### src/rtl/uart_pkg.sv
// Shared types and constants for the UART transmitter: FSM states, data width, line levels.
package uart_pkg;

  localparam int DATA_BITS = 8;

  localparam logic LINE_IDLE  = 1'b1;
  localparam logic LINE_START = 1'b0;
  localparam logic LINE_STOP  = 1'b1;

  typedef enum logic [2:0] {
    ST_IDLE,
    ST_START,
    ST_DATA,
    ST_PARITY,
    ST_STOP
  } uart_state_e;

endpackage

### src/rtl/uart_xmtr_if.sv
// Byte-enqueue handshake between a producer (master) and the transmitter FIFO (slave).
interface uart_xmtr_if;
  import uart_pkg::*;

  logic [DATA_BITS-1:0] tx_data;
  logic                 tx_valid;
  logic                 tx_ready;

  modport master (output tx_data, output tx_valid, input tx_ready);
  modport slave  (input tx_data, input tx_valid, output tx_ready);
endinterface

### src/rtl/uart_xmtr_fifo.sv
// Byte FIFO for the transmitter; push is ignored when full, pop is ignored when empty.
module uart_xmtr_fifo #(
  parameter int DEPTH = 16,
  parameter int WIDTH = 8
) (
  input  logic                      clock,
  input  logic                      reset,
  input  logic                      push,
  input  logic [WIDTH-1:0]          wr_data,
  input  logic                      pop,
  output logic [WIDTH-1:0]          rd_data,
  output logic [$clog2(DEPTH):0]    count,
  output logic                      full,
  output logic                      empty
);
  localparam int AW = $clog2(DEPTH);

  logic [WIDTH-1:0] mem_q [DEPTH];
  logic [AW-1:0]    wr_ptr_q, wr_ptr_d;
  logic [AW-1:0]    rd_ptr_q, rd_ptr_d;
  logic [AW:0]      count_q, count_d;
  logic             do_push, do_pop;

  assign full    = (count_q == (AW+1)'(DEPTH));
  assign empty   = (count_q == '0);
  assign do_push = push && !full;
  assign do_pop  = pop && !empty;
  assign count   = count_q;
  assign rd_data = mem_q[rd_ptr_q];

  always_comb begin
    wr_ptr_d = wr_ptr_q;
    rd_ptr_d = rd_ptr_q;
    count_d  = count_q;
    if (do_push) wr_ptr_d = wr_ptr_q + AW'(1);
    if (do_pop)  rd_ptr_d = rd_ptr_q + AW'(1);
    case ({do_push, do_pop})
      2'b10:   count_d = count_q + (AW+1)'(1);
      2'b01:   count_d = count_q - (AW+1)'(1);
      default: count_d = count_q;
    endcase
  end

  always_ff @(posedge clock or posedge reset) begin
    if (reset) begin
      wr_ptr_q <= '0;
      rd_ptr_q <= '0;
      count_q  <= '0;
    end else begin
      wr_ptr_q <= wr_ptr_d;
      rd_ptr_q <= rd_ptr_d;
      count_q  <= count_d;
    end
  end

  // Storage needs no reset: emptiness is defined by count_q alone.
  always_ff @(posedge clock) begin
    if (do_push) mem_q[wr_ptr_q] <= wr_data;
  end

endmodule

### src/rtl/uart_xmtr.sv
// UART transmitter: byte FIFO feeding a start/data/parity/stop framing FSM.
// state     | meaning
// IDLE      | line high, waiting for a queued byte and uart_txen
// START     | start bit (low) for one bit period
// DATA      | 8 data bits, LSB first
// PARITY    | even-parity bit (only when PARITY_EN = 1)
// STOP      | STOP_BITS stop bits (high); may chain straight into START
module uart_xmtr
  import uart_pkg::*;
#(
  parameter int CLKS_PER_BIT = 3,
  parameter int FIFO_DEPTH   = 16,
  parameter int PARITY_EN    = 0,
  parameter int STOP_BITS    = 1
) (
  input  logic                          clock,
  input  logic                          reset,
  input  logic                          uart_txen,
  uart_xmtr_if.slave                    tx_if,
  output logic                          uart_sout,
  output logic                          busy,
  output logic [$clog2(FIFO_DEPTH):0]   fifo_count
);
  localparam int CW = 16;
  localparam logic [CW-1:0] BIT_LAST  = CW'(CLKS_PER_BIT - 1);
  localparam logic          STOP_LAST = 1'(STOP_BITS - 1);
  localparam logic [2:0]    IDX_LAST  = 3'(DATA_BITS - 1);

  logic [1:0] rst_sync_q, rst_sync_d;
  logic       rst_int;

  uart_state_e          state_q, state_d;
  logic [CW-1:0]        cnt_q, cnt_d;
  logic [2:0]           idx_q, idx_d;
  logic                 stop_idx_q, stop_idx_d;
  logic [DATA_BITS-1:0] shift_q, shift_d;
  logic                 par_q, par_d;
  logic                 sout_q, sout_d;

  logic                 fifo_pop, fifo_full, fifo_empty;
  logic [DATA_BITS-1:0] fifo_rdata;
  logic                 start_ok, tc, do_load;

  // Assertion is immediate; release reaches the core after two clock edges.
  assign rst_sync_d = {rst_sync_q[0], 1'b0};
  assign rst_int    = rst_sync_q[1];

  always_ff @(posedge clock or posedge reset) begin
    if (reset) rst_sync_q <= 2'b11;
    else       rst_sync_q <= rst_sync_d;
  end

  uart_xmtr_fifo #(.DEPTH(FIFO_DEPTH), .WIDTH(DATA_BITS)) u_fifo (
    .clock   (clock),
    .reset   (rst_int),
    .push    (tx_if.tx_valid),
    .wr_data (tx_if.tx_data),
    .pop     (fifo_pop),
    .rd_data (fifo_rdata),
    .count   (fifo_count),
    .full    (fifo_full),
    .empty   (fifo_empty)
  );

  assign tx_if.tx_ready = !fifo_full;
  assign busy           = (state_q != ST_IDLE);
  assign uart_sout      = sout_q;
  assign start_ok       = !fifo_empty && uart_txen;
  assign tc             = (cnt_q == '0);

  always_comb begin
    state_d    = state_q;
    cnt_d      = cnt_q;
    idx_d      = idx_q;
    stop_idx_d = stop_idx_q;
    shift_d    = shift_q;
    par_d      = par_q;
    sout_d     = sout_q;
    fifo_pop   = 1'b0;
    do_load    = 1'b0;

    if (!tc) cnt_d = cnt_q - CW'(1);

    case (state_q)
      ST_IDLE: if (start_ok) do_load = 1'b1;
      ST_START: if (tc) begin
        state_d = ST_DATA;
        sout_d  = shift_q[0];
        shift_d = shift_q >> 1;
        idx_d   = '0;
        cnt_d   = BIT_LAST;
      end
      ST_DATA: if (tc) begin
        cnt_d = BIT_LAST;
        idx_d = idx_q + 3'd1;
        if (idx_q == IDX_LAST) begin
          stop_idx_d = 1'b0;
          if (PARITY_EN != 0) begin
            state_d = ST_PARITY;
            sout_d  = par_q;
          end else begin
            state_d = ST_STOP;
            sout_d  = LINE_STOP;
          end
        end else begin
          sout_d  = shift_q[0];
          shift_d = shift_q >> 1;
        end
      end
      ST_PARITY: if (tc) begin
        state_d    = ST_STOP;
        sout_d     = LINE_STOP;
        cnt_d      = BIT_LAST;
        stop_idx_d = 1'b0;
      end
      ST_STOP: if (tc) begin
        if (stop_idx_q != STOP_LAST) begin
          stop_idx_d = stop_idx_q + 1'b1;
          cnt_d      = BIT_LAST;
        end else if (start_ok) begin
          do_load = 1'b1;
        end else begin
          state_d = ST_IDLE;
          sout_d  = LINE_IDLE;
        end
      end
      default: begin
        state_d = ST_IDLE;
        sout_d  = LINE_IDLE;
      end
    endcase

    // Shared by IDLE->START and the back-to-back STOP->START path.
    if (do_load) begin
      state_d  = ST_START;
      fifo_pop = 1'b1;
      shift_d  = fifo_rdata;
      par_d    = ^fifo_rdata;
      sout_d   = LINE_START;
      cnt_d    = BIT_LAST;
    end
  end

  always_ff @(posedge clock or posedge rst_int) begin
    if (rst_int) begin
      state_q    <= ST_IDLE;
      cnt_q      <= '0;
      idx_q      <= '0;
      stop_idx_q <= 1'b0;
      shift_q    <= '0;
      par_q      <= 1'b0;
      sout_q     <= LINE_IDLE;
    end else begin
      state_q    <= state_d;
      cnt_q      <= cnt_d;
      idx_q      <= idx_d;
      stop_idx_q <= stop_idx_d;
      shift_q    <= shift_d;
      par_q      <= par_d;
      sout_q     <= sout_d;
    end
  end

endmodule
### src/flat_wrapper.sv
// flat-port wrapper written by rule: the top's interface ports become plain ports
module uart_xmtr_flat import uart_pkg::*;
#(
  parameter int CLKS_PER_BIT = 3,
  parameter int FIFO_DEPTH   = 16,
  parameter int PARITY_EN    = 0,
  parameter int STOP_BITS    = 1
)
  (clock, reset, uart_txen, uart_sout, busy, fifo_count, tx_if_tx_data, tx_if_tx_valid, tx_if_tx_ready);
  uart_xmtr_if tx_if_i ();
  input  logic clock;
  input  logic reset;
  input  logic uart_txen;
  output logic uart_sout;
  output logic busy;
  output logic [$clog2(FIFO_DEPTH):0] fifo_count;
  input wire logic [$bits(tx_if_i.tx_data)-1:0] tx_if_tx_data;
  input wire logic [$bits(tx_if_i.tx_valid)-1:0] tx_if_tx_valid;
  output wire logic [$bits(tx_if_i.tx_ready)-1:0] tx_if_tx_ready;
  assign tx_if_i.tx_data = tx_if_tx_data;
  assign tx_if_i.tx_valid = tx_if_tx_valid;
  assign tx_if_tx_ready = tx_if_i.tx_ready;
  uart_xmtr #(.CLKS_PER_BIT(CLKS_PER_BIT), .FIFO_DEPTH(FIFO_DEPTH), .PARITY_EN(PARITY_EN), .STOP_BITS(STOP_BITS)) u_core (.clock(clock), .reset(reset), .uart_txen(uart_txen), .tx_if(tx_if_i), .uart_sout(uart_sout), .busy(busy), .fifo_count(fifo_count));
endmodule
### config.mk
export PLATFORM = sky130hd
export DESIGN_NAME = uart_xmtr_flat
export DESIGN_NICKNAME = d
export VERILOG_FILES = /design/src/rtl/uart_pkg.sv /design/src/rtl/uart_xmtr_if.sv /design/src/rtl/uart_xmtr_fifo.sv /design/src/rtl/uart_xmtr.sv /design/src/flat_wrapper.sv
export SDC_FILE = /design/constraint.sdc
export NUM_CORES = 1
export LEC_CHECK = 0
export CORE_MARGIN = 2
export CORE_UTILIZATION = 60
export DETAILED_ROUTE_END_ITERATION = 7
export GPL_TIMING_DRIVEN = 1
export PLACE_DENSITY = 0.77
export REMOVE_ABC_BUFFERS = 1
export SYNTH_ARGS = -nofsm -noshare
export SYNTH_HDL_FRONTEND = slang
export SYNTH_HIERARCHICAL = 1
export SYNTH_SLANG_ARGS = --single-unit
### constraint.sdc
create_clock -name clock -period 1.6 [get_ports clock]
set_input_delay 0.32 -clock clock [delete_from_list [all_inputs] [get_ports clock]]
set_output_delay 0.32 -clock clock [all_outputs]
set_load 0.1 [all_outputs]
Word-level counts from Yosys, hierarchy flattened:

Memory sizes are Yosys's and may differ from the RTL's.
Cells that the tools add are included.

* bits in registers: 47
* bits in latches: 0
* bits in writable memories: 128
* ROM bits: 0
* bits of input ports: 12
* output and inout bits: 8
* logic and storage cells: 105
* memories kept: 1

* $add $sub $neg: 7
* multipliers: 0
* divide/modulo/power cells: 0
* magnitude comparators: 0
* equal/unequal tests: 22
* shift operators: 0
* multiplexer cells: 46
* bitwise gates (word level): 0
* reduce and logical (&&, ||, !) cells: 19

Memories
* u_core.u_fifo.mem_q: depth 16, bits a word 8, rd ports 1, clocked after memory_dff 0, write ports 1, RTL line uart_xmtr_fifo.sv:18 `logic [WIDTH-1:0] mem_q [DEPTH];`

Operators with widths (number)
* $mux W16: 5
* $mux W8: 4
* $pmux W16 S2: 1
* $mux W3: 10
* $mux W1: 19
* $logic_not A16 Y1: 1
* $pmux W8 S2: 1
* $sub A16 B1 Y16 const B: 1
* $ne A3 B1 Y1 const B: 5
* $pmux W3 S5: 1
* $ne A2 B1 Y1 const B: 6
* $pmux W5 S2: 1
* $reduce_bool A3 Y1: 3
* $add A4 B1 Y4 const B: 2
* $reduce_and A8 Y1: 1
* $reduce_and A7 Y1: 1
* $eq A3 B2 Y1 const B: 2
* $eq A3 B3 Y1 const B: 2
* $ne A3 B3 Y1 const B: 2
* $pmux W3 S2: 1
* $add A5 B1 Y5 const B: 1
* $eq A5 B5 Y1 const B: 1
* $logic_not A5 Y1: 1
* $pmux W1 S5: 1
* other kinds (17): 21

Depth between registers and ports, before layout:

Gate-level depths: netlist (run 1).

* word-level depth: 11
* gate-level depth with buffers: 16
* gate-level depth less buffers: 15

Cells and area by module:

The synthesis (run 1) kept the hierarchy.

Modules (own cells, without submodules)
* uart_xmtr_fifo: instances 1, cells each 333, area each 5796.8 µm², seq. area each 4169.0 µm²
* uart_xmtr: instances 1, cells each 207, area each 2006.9 µm², seq. area each 829.5 µm²

Worst setup path after synthesis (run 1):

OpenSTA, ideal clock, no wires.

* path kind: register -> register
* from: register u_core.u_fifo.count_q[0] (netlist: u_core/u_fifo/count[0])
* to: register u_core.u_fifo.count_q[4] (netlist: u_core/u_fifo/count[4])
* library setup time: 159 ps
* arrival: 3490 ps
* data required time: 1441 ps
* slack: -2049 ps
* stages on the path, launching flop included: 15
* path buffers: 1
* period minus slack after synthesis: 3649 ps
* cell sequence: dfrtp_1 > nor4_2 > and2b_1 > nand3b_1 > nor2_2 > nor2b_1 > buf_6 > ha_1 > inv_1 > fa_1 > nor2b_1 > o21ai_0 > nand3_1 > or3b_1 > xnor2_1

* longest elaborated chain between the ends: 11
* elaborated cells on any way between the ends: 18
* those cells by class: add/sub: 2; eq/ne: 3; mux: 6; reduce/logical: 7

RTL lines
* start, declared: RTL line uart_xmtr_fifo.sv:21 `logic [AW:0] count_q, count_d;`
* start signal, assigned: RTL line uart_xmtr_fifo.sv:52 `count_q <= count_d;`
* $logic_not A5 Y1 (*): RTL line uart_xmtr_fifo.sv:25 `assign empty = (count_q == '0);`
* via u_core.fifo_empty: RTL line uart_xmtr.sv:40 `logic fifo_pop, fifo_full, fifo_empty;`
* $logic_not A1 Y1 (*): RTL line uart_xmtr.sv:68 `assign start_ok = !fifo_empty && uart_txen;`
* $logic_and A1 B1 Y1 (*): RTL line uart_xmtr.sv:68
* $mux W1 (*): RTL line uart_xmtr.sv:85, uart_xmtr.sv:120
* $mux W1: RTL line uart_xmtr.sv:117 `if (stop_idx_q != STOP_LAST) begin`
* $mux W1: RTL line uart_xmtr.sv:116 `ST_STOP: if (tc) begin`
* $pmux W1 S2 (*): RTL line uart_xmtr.sv:84 `case (state_q)`
* via u_core.do_load: RTL line uart_xmtr.sv:42 `logic start_ok, tc, do_load;`
* $mux W1 (*): RTL line uart_xmtr.sv:134 `if (do_load) begin`
* $logic_and A1 B1 Y1 (*): RTL line uart_xmtr_fifo.sv:27 `assign do_pop = pop && !empty;`
* via u_core.u_fifo.do_pop: RTL line uart_xmtr_fifo.sv:22 `logic do_push, do_pop;`
* $eq A2 B1 Y1 / $eq A2 B2 Y1 (equally long branches): RTL line uart_xmtr_fifo.sv:37 `case ({do_push, do_pop})`
* $pmux W5 S2 / $reduce_bool A2 Y1 (equally long branches)

The timed path passes the listed nets; every way through them passes the cells marked *.
A chain may end at the register's enable or synchronous reset.

Worst setup path after layout (run 1):

* from: register u_core.cnt_q[1]
* to: register u_core.u_fifo.count_q[4] (netlist: u_core/u_fifo/count[4])

* longest elaborated chain between the ends: 7
* elaborated cells on any way between the ends: 9
* those cells by class: eq/ne: 2; mux: 4; reduce/logical: 3

RTL lines
* start, declared: RTL line uart_xmtr.sv:33 `logic [CW-1:0] cnt_q, cnt_d;`
* start signal, assigned: RTL line uart_xmtr.sv:155 `cnt_q <= cnt_d;`
* $logic_not A16 Y1 (*): RTL line uart_xmtr.sv:69 `assign tc = (cnt_q == '0);`
* $mux W1 (*): RTL line uart_xmtr.sv:116
* $pmux W1 S2 (*): RTL line uart_xmtr.sv:84
* via u_core.do_load: RTL line uart_xmtr.sv:42
* $mux W1 (*): RTL line uart_xmtr.sv:134
* $logic_and A1 B1 Y1 (*): RTL line uart_xmtr_fifo.sv:27
* $eq A2 B1 Y1 / $eq A2 B2 Y1 (equally long branches): RTL line uart_xmtr_fifo.sv:37
* $pmux W5 S2 / $reduce_bool A2 Y1 (equally long branches)

Marks and branches as above.

==> out/metrics.cfg, run 1 <==
[floorplan]
ios = 20
start_util_pct = 61.6
core_area_sq_um = 12700
die-width_um = 118
die_y_um = 118
dieArea_sq_um = 13900
core.rowCount = 41

[timing]
setup_viol = 174
tns_ps = -68710
finalCritPeriodShare_pct = 194
finalHoldViolCount = 0
tightest_slew_ps = 669
layout_setup_ws_ps = -1510
slew_violations = 0
min_period_ps = 3110
rsz0062_at_grt = yes
slew_headroom_pct = 55.3
max_freq_mhz = 321
skew_ps = 10.7
hold-worst-slack_ps = 269

[clock_tree]
cts_hold_buf = 0
tritoncts = yes
cts_root_buf = clkbuf_16
insertion_delay_ps = 440
cts_inserted_buffers = 17
cts.path.max_buffers = 2
clk_pin_slew_worst_paths_ps = 70
cts_sinks = 174
htree_levels = 4

[power_and_ir_drop]
clkPwrFrac_pct = 18.4
p_sw_share_pct = 40.7
p_sw_w = 0.00906
leakage_nw = 4.16
power.internal_w = 0.0132
irDropWorstVdd_uv = 1570
power.share.sequential_pct = 29.3
p_comb_share_pct = 52.4
power.density_nw_per_um2 = 2020

[routing]
routed_wl_um = 28200
drc = 0
vias = 6263
ant_nets = 0
first_iter_violations = 994
avgViaCountPerCell = 7.01
drt_pass1_iterations = 5
avgRoutedWirePerCell_um = 31.6

[yosys]
synthDistinctLibCells = 62
synthCells = 540
seq_area_frac_synth_pct = 64.1
async_reset_ff_share_pct = 26.4
synth_flop_cell = edfxtp_1
syn_area_per_cell_sq_um = 14.5
synth_edf_count = 128
ys_ff_latch = 174
yosysWarnings = 6
synthesis.area_sq_um = 7800

[min_path]
hold_class = reg -> async

[worst_setup_path]
cp-start-kind = register
criticalPathCategory = reg -> reg
cp.required_ps = 1920
crit_arrival_ps = 3430
path_max_fanout = 3
endpoint_kind = register

[placement]
gp_congestion = 0.865
port_buffers = 19
dp_hpwl_um = 12100

[global_route]
grtUsageTotal_pct = 34.5
grt_max_degree = 25
grt_pass1_vias = 5953
grt.overflow.total = 0
grt_pass1_wl_um = 35300
antenna_found_initial = 1

[cells_and_area]
nets = 734
syn2layout_area_growth_pct = 41.4
fillers = 438
layout-drive-gt1-share_pct = 51.0

[run_status]
status = complete, but fails checks
violations = setup timing

[run]
drv_cap = 0

## metal layers
metal / up-vias / global-route usage [%] / wire length (um)
li1: 2394 / - / -
met1: 3040 / 43.2 / 9100
met2: 626 / 57.5 / 13500
met3: 203 / 7.36 / 3150
met4: 0 / 16.8 / 2510
met5: - / 0 / 0
## through the flow
stage          power (W)  setup WS (ps)  instance area, sq um  std cells  util, %
3_5_place_dp      0.0137          -1700                  9040        815     71.4
4_1_cts           0.0197          -1430                 10500        871     82.9
6_report          0.0223          -1510                 11000        893     87.1
3_3_place_gp      0.0134          -1380                  9040        815     71.4
5_1_grt           0.0227          -1590                 11000        893     87.1
2_1_floorplan     0.0104          -2170                  7620        512        -
## critical path: stages (launching register included)
cell	delay (ps)
dfrtp_1	410
inv_2	100
ha_4	140
nor3b_4	210
nand2_1	110
o21a_1	230
nor2_2	160
nor2b_4	210
ha_4	190
inv_4	50
fa_2	370
nor2b_4	150
o21ai_4	60
nand3_2	80
or3b_4	390
xnor2_1	140
## Yosys cell counts, types with 5 or more instances
library cell,count,share of area [%]
nor3_1,7,0.45
clkbuf_1,12,0.58
ha_1,14,2.2
mux2_2,16,2.3
xnor2_1,10,1.1
buf_6,7,1.0
a221o_1,6,0.77
a21oi_1,18,1.2
nand3_1,10,0.64
o21ai_0,25,1.6
a22oi_1,8,0.77
nand4_1,9,0.72
edfxtp_1,128,49
a221oi_1,8,0.90
inv_1,19,0.91
a22o_1,5,0.56
xor2_1,11,1.2
nor2_1,38,1.8
mux2i_1,32,4.1
dfrtp_1,43,14
mux4_2,16,4.6
nor2b_1,5,0.40
nand2_1,30,1.4
## kinds of logic (layout without fill, tap and decap cells)
logic type | Yosys count | count (layout) | synth area share, %
AO/OA/AOI/OAI | 87 | 87 | 7.50
XOR/XNOR | 21 | 21 | 2.36
adder cells (fa/ha/maj) | 15 | 15 | 2.50
buffers and inverters | 47 | 227 | 3.30
flip-flops | 174 | 174 | 64.1
multiplexers | 65 | 65 | 11.2
other | 1 | 2 | 0.0481
AND/OR/NAND/NOR | 130 | 130 | 9.01
## what timing repair did
item	4_1_cts	5_1_grt
endpoints found under the hold margin	0	0
resized for setup	178	99
setup endpoints to repair	172	174
setup buffers	31	37
pin swaps	49	36
cloned	3	0
## registers in the layout (all words and copies together) (netlist names)
signal                  flops
u_core/idx_q                3
u_core/shift_q              8
u_core/state_q              3
u_core/u_fifo/mem_q       128
u_core/u_fifo/rd_ptr_q      4
u_core/uart_sout            1
u_core/u_fifo/count         5
u_core/rst_sync_q           2
u_core/cnt_q               16
u_core/u_fifo/wr_ptr_q      4
## final timing paths
| path | startpoint | to | slack, ps | cells past startpoint |
|---|---|---|---|---|
| min in group clock | u_core/rst_sync_q[0]$_DFF_PP1_ | u_core/rst_sync_q[1]$_DFF_PP1_ | 370 | 0 |
| max in group asynchronous | u_core/rst_sync_q[1]$_DFF_PP1_ | u_core/uart_sout$_DFFE_PP1P_ | 780 | 2 |
| worst max register to register | u_core/cnt_q[1]$_DFF_PP0_ | u_core/u_fifo/count[4]$_DFFE_PP0P_ | -1510 | 15 |
| worst min register to register | u_core/rst_sync_q[1]$_DFF_PP1_ | u_core/shift_q[2]$_DFFE_PP0P_ | 270 | 1 |
| worst min-delay path | u_core/rst_sync_q[1]$_DFF_PP1_ | u_core/shift_q[2]$_DFFE_PP0P_ | 270 | 1 |
| worst max-delay path | u_core/cnt_q[1]$_DFF_PP0_ | u_core/u_fifo/count[4]$_DFFE_PP0P_ | -1510 | 15 |
## final cells by class
type | count | area, sq um | area share, %
Antenna cell | 1 | 2.50 | 0.0227
Clock buffer | 18 | 429 | 3.89
Clock inverter | 14 | 133 | 1.20
Inverter | 19 | 78.8 | 0.714
Multi-Input combinational cell | 319 | 3390 | 30.7
Sequential cell | 174 | 5000 | 45.3
Tap cell | 172 | 215 | 1.95
Timing Repair Buffer | 176 | 1790 | 16.2
## cell usage in the layout (no fill, tap or decap), types with 16 or more instances in the layout
cell type    n
edfxtp_1   128
buf_12      21
nand2_1     18
mux2i_1     19
buf_4      104
dfrtp_1     39
clkbuf_16   17
nor2_4      21
mux4_2      16
buf_6       37
## power groups by stage
stage	clock (W)	sequential [W]	combinational (W)
CTS	0.00399	0.00629	0.00943
floorplan	0	0.00705	0.00335
detailed placement	0	0.00630	0.00742
finish	0.00409	0.00652	0.0117
global route	0.00426	0.00653	0.0119
global placement	0	0.00621	0.00716
Note: power is estimated with default switching activity, not from simulation.
==> inputs of run 2 (changes only) <==
--- a/config.mk
+++ b/config.mk
@@ -7,6 +7,7 @@
 export LEC_CHECK = 0
 export CORE_MARGIN = 2
 export CORE_UTILIZATION = 60
+export CTS_BUF_LIST = sky130_fd_sc_hd__clkbuf_4 sky130_fd_sc_hd__clkbuf_8 sky130_fd_sc_hd__clkbuf_16
 export DETAILED_ROUTE_END_ITERATION = 7
 export GPL_TIMING_DRIVEN = 1
 export PLACE_DENSITY = 0.77
==> out/metrics.cfg, run 2 (same netlist as run 1, synthesis figures left out) <==
[placement]
place_area_sq_um = 9040  ; unchanged
gp_congestion = 0.865  ; unchanged
dp_hpwl_um = 12100  ; unchanged
port_buffers = 19  ; unchanged

[worst_setup_path]
cpPeakStageDelay_ps = 410  ; about the same
crit_buf_inv = 2  ; unchanged
cp_slowest_cell = dfrtp_1
crit_chain = inv_2 > ha_4 > nor3b_4 > nand2_1 > o21a_1 > nor2_2 > nor2b_4 > ha_4 > inv_4 > fa_2 > nor2b_4 > o21ai_4 > nand3_2 > or3b_4 > xnor2_2
cp-start-kind = register
endpoint_kind = register
path_max_fanout = 3  ; unchanged
crit_family = simple AND/OR/NAND/NOR gates
crit_arrival_ps = 3610  ; +180 ps
cp.required_ps = 1920  ; about the same
criticalPathCategory = reg -> reg

[global_route]
grt_max_degree = 25  ; unchanged
grt_pass1_vias = 6204  ; +4.2%
grtUsageTotal_pct = 35.7  ; +1.2 points
grt.overflow.total = 0  ; unchanged
antenna_found_initial = 2  ; +1
grt_pass1_wl_um = 36600  ; +3.5%

[clock_tree]
cts.path.max_buffers = 2  ; unchanged
htree_levels = 4  ; unchanged
cts_inserted_buffers = 17  ; unchanged
insertion_delay_ps = 440  ; about the same
cts_sinks = 174  ; unchanged
tritoncts = yes
clk_pin_slew_worst_paths_ps = 70  ; about the same
cts_root_buf = clkbuf_16

[power_and_ir_drop]
irDropWorstVdd_uv = 1890  ; +21%
power.density_nw_per_um2 = 2020  ; +0.12%
p_total_w = 0.0223  ; about the same
leakage_nw = 4.22  ; +1.4%

[timing]
rsz0062_at_grt = yes
setup_viol = 175  ; +0.57%
tightest_slew_ps = 847  ; +178 ps
layout_setup_ws_ps = -1690  ; -175 ps
finalHoldViolCount = 0  ; unchanged
slew_violations = 0  ; unchanged
slew_headroom_pct = 43.5  ; -12 points
skew_ps = 13.4  ; +2.74 ps
min_period_ps = 3290  ; +175 ps
max_freq_mhz = 304  ; -5.3%
hold-worst-slack_ps = 239  ; -29.3 ps
finalCritPeriodShare_pct = 205  ; +11 points

[routing]
avgRoutedWirePerCell_um = 32.3  ; +2.2%
avgViaCountPerCell = 7.06  ; +0.71%
first_iter_violations = 1096  ; +10%
ant_nets = 0  ; unchanged
drt_pass1_iterations = 5  ; unchanged
vias = 6364  ; +1.6%
drc = 0  ; unchanged
routed_wl_um = 29100  ; +3.2%

[cells_and_area]
final_cell_mix = edfxtp_1 (128), buf_4 (100), buf_6 (45)
top_register = u_core/u_fifo/mem_q
fillers = 448  ; +2.3%
layout-drive-gt1-share_pct = 49.3  ; -1.7 points
final_common_cell = edfxtp_1
largest_reg_flops = 128  ; unchanged
syn2layout_area_growth_pct = 41.3
nets = 740  ; +0.82%
final_area_sq_um = 11000  ; -0.10%
reg.largest.list = u_core/u_fifo/mem_q x128, u_core/cnt_q x16, u_core/shift_q x8
postLayoutCoreUtil_pct = 87.0  ; -0.089 points

[floorplan]
dieArea_sq_um = 13900  ; unchanged
die_y_um = 118  ; unchanged
core_area_sq_um = 12700  ; unchanged
ios = 20  ; unchanged
start_util_pct = 61.6  ; unchanged
die-width_um = 118  ; unchanged
core.rowCount = 41  ; unchanged

[min_path]
hold_class = reg -> async

[run]
drv_cap = 0  ; unchanged

[run_status]
status = complete, but fails checks
violations = setup timing

## run 2: layout make-up
| type | instances | area, sq um | share of cell area [%] |
|---|---|---|---|
| clock buffers | 18 | 433 | 3.93 |
| clock inverters | 14 | 133 | 1.20 |
| flip-flops and latches | 174 | 5000 | 45.4 |
| inverters | 19 | 73.8 | 0.670 |
| multi-input cells | 319 | 3270 | 29.7 |
| well taps | 172 | 215 | 1.95 |
| diodes | 3 | 7.51 | 0.0681 |
| repair buffers | 182 | 1890 | 17.1 |
## run 2: worst paths after layout
check | slack, ps | end | cells past startpoint | from
min in group clock | 360 | u_core/rst_sync_q[1]$_DFF_PP1_ | 0 | u_core/rst_sync_q[0]$_DFF_PP1_
max reg2reg | -1690 | u_core/u_fifo/count[4]$_DFFE_PP0P_ | 15 | u_core/cnt_q[1]$_DFF_PP0_
min reg2reg | 240 | u_core/shift_q[1]$_DFFE_PP0P_ | 1 | u_core/rst_sync_q[1]$_DFF_PP1_
max | -1690 | u_core/u_fifo/count[4]$_DFFE_PP0P_ | 15 | u_core/cnt_q[1]$_DFF_PP0_
max in group asynchronous | 790 | u_core/u_fifo/rd_ptr_q[0]$_DFFE_PP0P_ | 1 | u_core/rst_sync_q[1]$_DFF_PP1_
min | 240 | u_core/shift_q[1]$_DFFE_PP0P_ | 1 | u_core/rst_sync_q[1]$_DFF_PP1_
## run 2: layer usage
| layer | GRT usage (%) | wire length [um] | vias up |
|---|---|---|---|
| met3 | 9.06 | 3650 | 234 |
| met4 | 20.5 | 2410 | 0 |
| met5 | 0 | 0 | - |
| li1 | - | - | 2408 |
| met1 | 43.3 | 9540 | 3017 |
| met2 | 58.4 | 13500 | 705 |
## run 2: where the power goes
part | internal (W) | switching, W | leakage [nW] | total, W
logic | 0.00528 | 0.00639 | 2.21 | 0.0117
clock network | 0.00219 | 0.00196 | 0.279 | 0.00415
registers | 0.00567 | 0.000786 | 1.73 | 0.00646
total | 0.0131 | 0.00914 | 4.22 | 0.0223
## run 2: repair_timing
| action | 4_1_cts | 5_1_grt |
|---|---|---|
| gates resized for setup | 165 | 88 |
| setup buffers | 39 | 40 |
| cloned | 2 | 0 |
| hold buffers | 0 | 0 |
| pin swaps | 45 | 38 |
| hold endpoints to repair | 0 | 0 |
| setup endpoints to repair | 172 | 171 |
## run 2: stage by stage
stage | worst slack, ps | instances | TNS (ps)
detailed placement | -1700 | 815 | -69450
global route | -1740 | 898 | -78150
floorplan | -2170 | 512 | -154810
global placement | -1380 | 815 | -63180
finish | -1690 | 901 | -72840
CTS | -1400 | 875 | -35890
==> inputs of run 3 (changes only) <==
--- a/config.mk
+++ b/config.mk
@@ -5,6 +5,7 @@
 export SDC_FILE = /design/constraint.sdc
 export NUM_CORES = 1
 export LEC_CHECK = 0
+export CORE_ASPECT_RATIO = 1.25
 export CORE_MARGIN = 2
 export CORE_UTILIZATION = 60
 export CTS_BUF_LIST = sky130_fd_sc_hd__clkbuf_4 sky130_fd_sc_hd__clkbuf_8 sky130_fd_sc_hd__clkbuf_16
==> out/metrics.cfg, run 3 (same netlist as run 1, synthesis figures left out) <==
[timing]
tightest_slew_ps = 948  ; +101 ps
min_period_ps = 2960  ; -331 ps
hold-worst-slack_ps = 207  ; -31.8 ps
setup_viol = 174  ; -0.57%
rsz0062_at_grt = yes
slew_headroom_pct = 36.6  ; -6.9 points
finalCritPeriodShare_pct = 185  ; -21 points
max_freq_mhz = 338  ; +11%
skew_ps = 20.6  ; +7.17 ps
finalHoldViolCount = 0  ; unchanged
layout_setup_ws_ps = -1360  ; +331 ps
slew_violations = 0  ; unchanged

[floorplan]
die-width_um = 106  ; -10%
die_y_um = 132  ; +11%
core_area_sq_um = 12700  ; +0.39%
ios = 20  ; unchanged
dieArea_sq_um = 13900  ; about the same
start_util_pct = 61.4  ; -0.24 points
core.rowCount = 46  ; +12%

[placement]
port_buffers = 19  ; unchanged
place_area_sq_um = 9050  ; +0.11%
dp_hpwl_um = 11800  ; -2.0%
gp_congestion = 0.853  ; -1.4%
place_ws_ps = -1470  ; +230 ps

[power_and_ir_drop]
power.density_nw_per_um2 = 1950  ; -3.5%
leakage_nw = 4.10  ; -2.8%
irDropWorstVdd_uv = 1260  ; -34%

[global_route]
grtUsageTotal_pct = 30.8  ; -4.9 points
grt_pass1_wl_um = 32100  ; -12%
grt_max_degree = 32  ; +28%
grt.overflow.total = 0  ; unchanged
antenna_found_initial = 0  ; -2
grt_pass1_vias = 5846  ; -5.8%

[worst_setup_path]
cp_num_cells = 15  ; unchanged
crit_arrival_ps = 3280  ; -330 ps
cp_slowest_cell = dfrtp_1
endpoint = u_core/u_fifo/count[4]$_DFFE_PP0P_
crit_chain = inv_2 > ha_4 > nor3b_4 > nand2_1 > o21a_1 > nor2_2 > nor2b_4 > ha_4 > inv_2 > fa_2 > nor2b_4 > o21ai_4 > nand3_2 > or3b_4 > xnor2_1
cp.required_ps = 1920  ; about the same
cpPeakStageDelay_ps = 400  ; about the same
r2r_end = u_core/u_fifo/count[4]$_DFFE_PP0P_
crit_start = u_core/cnt_q[1]$_DFF_PP0_
path_max_fanout = 2  ; -1
worstReg2RegStart = u_core/cnt_q[1]$_DFF_PP0_
cp-start-kind = register
crit_buf_inv = 2  ; unchanged
reg2reg_slack_ps = -1360  ; +330 ps
crit_family = simple AND/OR/NAND/NOR gates
criticalPathCategory = reg -> reg
rr_worst_depth = 15  ; unchanged
endpoint_kind = register

[routing]
drc = 1  ; +1
routed_wl_um = 23700  ; -18%
avgViaCountPerCell = 6.55  ; -7.2%
drt_pass1_iterations = 7  ; +2
ant_nets = 0  ; unchanged
avgRoutedWirePerCell_um = 27.0  ; -17%
vias = 5768  ; -9.4%
first_iter_violations = 673  ; -39%

[cells_and_area]
syn2layout_area_growth_pct = 37.7
final_common_cell = edfxtp_1
fillers = 528  ; +18%
top_register = u_core/u_fifo/mem_q
largest_reg_flops = 128  ; unchanged
diodes = 0  ; -3
layout-drive-gt1-share_pct = 46.9  ; -2.4 points
postLayoutCoreUtil_pct = 84.5  ; -2.5 points
final_area_sq_um = 10700  ; -2.5%
nets = 726  ; -1.9%
final_cell_mix = edfxtp_1 (128), buf_4 (110), dfrtp_1 (39)
reg.largest.list = u_core/u_fifo/mem_q x128, u_core/cnt_q x16, u_core/shift_q x8

[clock_tree]
cts_sinks = 174  ; unchanged
cts_inserted_buffers = 17  ; unchanged
cts_hold_buf = 0  ; unchanged
cts.path.max_buffers = 2  ; unchanged
insertion_delay_ps = 430  ; about the same
tritoncts = yes
clk_pin_slew_worst_paths_ps = 80  ; about the same
cts_root_buf = clkbuf_16
htree_levels = 4  ; unchanged

[run_status]
status = complete, but fails checks
violations = DRC, setup timing

[run]
drv_cap = 0  ; unchanged

[min_path]
hold_class = in -> async

[run 3: cell types whose count changed in the layout (fill, tap and decap cells not counted), moves of 4 or more]
cell	before	now
nor2_4	20	11
nand2_2	7	3
mux2_4	8	4
nand2_1	19	23
nor2_2	9	13
mux2_2	9	13
buf_4	100	110
buf_6	45	23
nor3_2	5	1
nor2_1	11	16
nor3_4	0	4
[run 3: worst reg2reg max path, cell delays in order, from the launching register on]
cell and delay (ps):
dfrtp_1 400, inv_2 100, ha_4 140, nor3b_4 200, nand2_1 100, o21a_1 240
nor2_2 120, nor2b_4 190, ha_4 160, inv_2 50, fa_2 370, nor2b_4 160
o21ai_4 80, nand3_2 60, or3b_4 370, xnor2_1 130
[run 3: worst min-delay path by stage]
| stage | startpoint | end | slack (ps) | cells past startpoint |
|---|---|---|---|---|
| after floorplan | u_core/rst_sync_q[1]$_DFF_PP1_ | u_core/u_fifo/count[0]$_DFFE_PP0P_ | 230 | 1 |
| final | reset | u_core/rst_sync_q[1]$_DFF_PP1_ | 210 | 2 |
| after CTS | reset | u_core/rst_sync_q[0]$_DFF_PP1_ | 220 | 2 |
| after detailed placement | u_core/rst_sync_q[1]$_DFF_PP1_ | u_core/u_fifo/count[1]$_DFFE_PP0P_ | 350 | 1 |
| after global routing | reset | u_core/rst_sync_q[1]$_DFF_PP1_ | 220 | 2 |
| after global placement | u_core/rst_sync_q[1]$_DFF_PP1_ | u_core/u_fifo/count[1]$_DFFE_PP0P_ | 320 | 1 |
[run 3: where the power goes]
group          internal [W]  total (W)  switching (W)
clock network       0.00224    0.00419        0.00196
logic               0.00484     0.0104        0.00554
registers           0.00568    0.00637       0.000697
[run 3: metal layers]
layer	track usage, %	vias up	part of all wire, %
met5	0	-	0
met4	13.7	0	6.2
met3	5.21	114	7.0
met2	55.4	401	54
met1	35.7	2881	33
li1	-	2372	-
[run 3: area by class of cell]
cell class	count	area (sq um)	area share (%)
sequential	174	5000	46.6
multi-input combinational	319	3180	29.6
timing repair buffer	168	1680	15.7
clock buffer	17	425	3.96
tap	168	210	1.96
clock inverter	15	175	1.63
inverter	19	71.3	0.664
[run 3: timing repair]
item                                    in CTS  in global routing
cloned                                       1                  1
hold endpoints to repair                     0                  0
gates resized for setup                     91                111
buffers inserted                            27                 20
pin swaps                                   34                 41
endpoints found under the setup margin     172                174
[run 3: metrics by stage]
step | power, W | setup TNS (ps) | instances
floorplan | 0.0104 | -154810 | 512
global placement | 0.0132 | -60920 | 818
detailed placement | 0.0136 | -69770 | 818
CTS | 0.0190 | -49140 | 874
global route | 0.0216 | -58180 | 880
finish | 0.0209 | -47190 | 880
